### config.mk
export PLATFORM = sky130hd
export DESIGN_NAME = dbuf_bbm_seq
export DESIGN_NICKNAME = d
export VERILOG_FILES = /design/src/rtl/dbuf_bbm_seq.sv
export SDC_FILE = /design/constraint.sdc
export NUM_CORES = 1
export LEC_CHECK = 0
export CAP_MARGIN = 25
export CORE_UTILIZATION = 30
export CTS_BUF_LIST = sky130_fd_sc_hd__clkbuf_8
export DETAILED_ROUTE_END_ITERATION = 6
export GPL_ROUTABILITY_DRIVEN = 0
export PLACE_DENSITY_LB_ADDON = 0.08
export SYNTH_ARGS = -nofsm -noshare
export SYNTH_HDL_FRONTEND = slang
export SYNTH_SLANG_ARGS = --single-unit
### constraint.sdc
create_clock -name CELCLK -period 2.9 [get_ports CELCLK]
set_input_delay 0.58 -clock CELCLK [delete_from_list [all_inputs] [get_ports CELCLK]]
set_output_delay 0.58 -clock CELCLK [all_outputs]
set_load 0.02 [all_outputs]
### src/rtl/dbuf_bbm_seq.sv
// rtl/dbuf_bbm_seq.sv - break-before-make sequencer for high/low-side gate-drive buffer enables
// One PWM command becomes two non-overlapping enables with dead time, minimum on-time and a sticky fault.
module dbuf_bbm_seq #(
   parameter int DT_HL  = 4,
   parameter int DT_LH  = 4,
   parameter int MIN_ON = 2
) (
   input  logic       CELCLK,
   input  logic       CELRST,
   input  logic       CELV,
   input  logic       CELG,
   input  logic       SUB,
   input  logic       en,
   input  logic       pwm,
   input  logic       fault,
   output logic       hs_on,
   output logic       ls_on,
   output logic       fault_lat,
   output logic [2:0] state
);

   typedef enum logic [2:0] {
      ST_OFF = 3'd0,
      ST_DLH = 3'd1,
      ST_HS  = 3'd2,
      ST_DHL = 3'd3,
      ST_LS  = 3'd4,
      ST_FLT = 3'd5
   } state_t;

   localparam logic [7:0] HL_LAST = 8'(DT_HL - 1);
   localparam logic [7:0] LH_LAST = 8'(DT_LH - 1);
   localparam logic [7:0] ON_LAST = 8'(MIN_ON - 1);

   // Power and substrate pins carry no logic.
   logic unused_pins;
   assign unused_pins = CELV & CELG & SUB;

   state_t     state_q, state_d;
   logic [7:0] cnt_q, cnt_d;
   logic       hs_on_q, hs_on_d;
   logic       ls_on_q, ls_on_d;
   logic       fault_lat_q, fault_lat_d;

   always_comb begin
      state_d = state_q;
      if (fault) begin
         state_d = ST_FLT;
      end else if (!en) begin
         state_d = ST_OFF;
      end else begin
         case (state_q)
            ST_OFF: state_d = pwm ? ST_DLH : ST_DHL;
            ST_DLH: if (cnt_q == LH_LAST) state_d = pwm ? ST_HS : ST_LS;
            ST_DHL: if (cnt_q == HL_LAST) state_d = pwm ? ST_HS : ST_LS;
            ST_HS:  if (!pwm && (cnt_q >= ON_LAST)) state_d = ST_DHL;
            ST_LS:  if (pwm && (cnt_q >= ON_LAST)) state_d = ST_DLH;
            ST_FLT: state_d = ST_FLT;
            default: state_d = ST_OFF;
         endcase
      end

      // Counter restarts on every state change and saturates otherwise.
      if (state_d != state_q) begin
         cnt_d = 8'd0;
      end else if (cnt_q == 8'hFF) begin
         cnt_d = cnt_q;
      end else begin
         cnt_d = cnt_q + 8'd1;
      end

      hs_on_d     = (state_d == ST_HS);
      ls_on_d     = (state_d == ST_LS);
      fault_lat_d = (state_d == ST_FLT);
   end

   always_ff @(posedge CELCLK) begin
      if (CELRST) begin
         state_q     <= ST_OFF;
         cnt_q       <= 8'd0;
         hs_on_q     <= 1'b0;
         ls_on_q     <= 1'b0;
         fault_lat_q <= 1'b0;
      end else begin
         state_q     <= state_d;
         cnt_q       <= cnt_d;
         hs_on_q     <= hs_on_d;
         ls_on_q     <= ls_on_d;
         fault_lat_q <= fault_lat_d;
      end
   end

   assign hs_on     = hs_on_q;
   assign ls_on     = ls_on_q;
   assign fault_lat = fault_lat_q;
   assign state     = state_q;

endmodule
==> metrics.md <==
| Metric | Value |
|---|---|
| R2R Setup Slk | 0.88 ns |
| Final hold vios | 0 |
| Clk_lat worst skew | 0.24 ns |
| DR WL/cell | 12.3 µm |
| DRT iter0 DRCs | 29 |
| Antenna viol nets, final | 0 |
| DRC violations left | 0 |
| Leak pwr | 0.338 nW |
| Relative slew slack | 68.8% |
| Antenna diodes | 0 |
| Slew Limit Fails | 0 |
| Via Count | 763 |
| Met3 WL | 47 µm |
| Synth cell count leaders | dfxtp_1, nor2_1, o21ai_0, a21oi_1, nand2_1 |
| Status | completed |
| CTS tree | yes |
| Final wirelength | 1800 µm |
| Async set or reset register ratio after synthesis | 0% |
| Unique masters post-synth | 33 |
| Peak VDD IR | 0.000299 V |
| Share of layout cells above drive strength 1 | 11.3% |
| # nets final | 127 |
| Num CTS Buffers | 3 |
| CTS Hold Bufs | 0 |
| Synth Cell Area | 865 µm² |
| CP Class | in -> reg |
| Post-Syn Nets | 115 |
| DIE HEIGHT | 55.7 µm |
| Worst Setup EP | cnt_q[3] |
| Post-CTS setup buffers | 0 |
| Worst EP required | 3.01 ns |
| Initial antenna violation count | 0 |
| Worst r2r src | state[0] |
| Final design area excluding fillers | 1050 µm² |
| Total track usage | 13.3% |
| Worst-case clock skew | 0.00387 ns |
| Worst Tran Pin Value | 0.467 ns |
| Yosys top cell by area | dfxtp_1 |
| Top cell type's share of synthesized area | 32.4% |
| Number of global-route vias before repair | 679 |
| Final worst-path cycle share | 76.2% |
| Post-Route Setup TNS | 0 ns |
| FMAX | 0.452 GHz |
| Starting Density | 31.6% |
| Global-route wire length before repair | 3310 µm |
| Top post-synthesis cells by area | dfxtp_1, nor2_1, ha_1 |
| Final setup vio count | 0 |
| Synthesis-stage register bit count | 14 |
| Synth Area per Inst | 8.31 µm² |
| Port Buffer Count | 10 |
| Max capacitance violation total | 0 |
| Sequential fraction of the synthesis area | 32.4% |
| RSZ-0062 raised after global routing | no |
| Top sig layer | met4 |
| Clk sinks | 14 |
| Metal2 WL | 765 µm |
| Largest net degree at the start of global routing | 13 |
| Met1 Wirelength | 972 µm |
| # fillers | 281 |
| Dominant synthesized flop cell | dfxtp_1 |
| Die area | 3100 µm² |
| Clk buf depth | 2 |
| Cells after synthesis | 104 |
| EDFF count, synth | 0 |
| H-tree level count | 1 |
| Dpl cell area | 996 µm² |
| Crit path launch | pwm |
| Post-DR vias/cell | 5.23 |
| Core Region | 2730 µm² |
| Reg-to-reg endpoint | cnt_q[3] |
| PostCTS Resize Cnt | 0 |
| Fin crit period | 2.21 ns |
| Root Buffer | clkbuf_8 |
| WP data arrival | 2.32 ns |
| Power per standard cell area | 435 nW/µm² |
| CP Capture Type | flip-flop |
| Crit path max fanout | 8 |
| R2r worst-path depth | 6 |
| Worst-path clk slew | 0.06 ns |
| Die width | 55.7 µm |
| Rows | 19 |
| Ys Warns | 0 |
| First-pass detailed-route iteration total | 4 |
| Hold slack final | 0.572 ns |
| Layout area overhead | 21.6% |
| I/O pin count | 14 |
| Global route overflow | 0 |
| HPWL after DPL | 1360 µm |
| Hold Path Class | reg -> reg |
| Crit path launch type | primary input |
==> metrics by stage <==
step	setup slack, ns	util, %	cells	total power, mW
after floorplan	1.12	-	104	0.251
after global placement	0.448	36.4	142	0.275
after detailed placement	0.421	36.4	142	0.275
after CTS	0.669	38.4	146	0.464
after global routing	0.541	38.4	146	0.488
final	0.690	38.4	146	0.457
==> flip-flops by register name, summed over array words and instances, names as in the netlist <==
signal	cells
ls_on	1
state	3
fault_lat	1
cnt_q	8
hs_on	1
==> power by group <==
group	total (mW)	leakage [nW]	switching (mW)	internal (mW)
Sequential	0.207	0.114	0.00955	0.198
Combinational	0.0637	0.196	0.0336	0.0301
Clock	0.186	0.0288	0.0664	0.120
==> cells by family (layout without fill, tap and decap cells) <==
logic type | count (synthesis) | in the layout | synth area share (%)
flip-flops | 14 | 14 | 32.4
XOR/XNOR | 3 | 3 | 3.04
buffers and inverters | 8 | 19 | 3.47
adder cells (fa/ha/maj) | 3 | 3 | 4.34
AO/OA/AOI/OAI | 27 | 27 | 23.2
AND/OR/NAND/NOR | 49 | 49 | 33.6
==> critical path, cell delays in order <==
cell and delay (ns):
clkdlybuf4s50_1 0.52, nand2b_1 0.21, a221oi_2 0.30, a31oi_4 0.07
nor4b_4 0.16, o21ai_2 0.38, nor2_1 0.11
==> metal layers <==
metal	global-route usage, %	vias to the layer above
li1	-	400
met3	3.26	2
met1	19.8	352
met4	5.36	0
met5	0	-
met2	18.2	9
==> cell usage in the layout (no fill, tap or decap), drive strengths merged, types with 4 or more instances in the layout <==
cell type | netlist | layout
inv | 4 | 4
clkdlybuf4s50 | 0 | 10
a21oi | 6 | 6
clkbuf | 4 | 4
dfxtp | 14 | 14
nor2 | 14 | 14
nand2 | 6 | 6
o21ai | 8 | 8
nand2b | 4 | 4
nand3 | 5 | 5
nor3 | 6 | 6
==> worst min-delay path by stage <==
stage	from	cells past startpoint	to	slack (ns)
after floorplan	cnt_q[6]	2	cnt_q[6]	0.53
after global placement	cnt_q[6]	2	cnt_q[6]	0.55
after detailed placement	cnt_q[6]	2	cnt_q[6]	0.57
after CTS	cnt_q[6]	2	cnt_q[6]	0.58
after global routing	cnt_q[6]	2	cnt_q[6]	0.63
final	cnt_q[6]	2	cnt_q[6]	0.57
==> final cells by class <==
class / count / area, µm² / share of cell area, %
multi-input cells: 82 / 554 / 52.7
flip-flops and latches: 14 / 280 / 26.7
repair buffers: 11 / 108 / 10.2
clock buffers: 4 / 55.1 / 5.24
well taps: 31 / 38.8 / 3.69
inverters: 4 / 15.0 / 1.43
(Power assumes the default switching activity.)
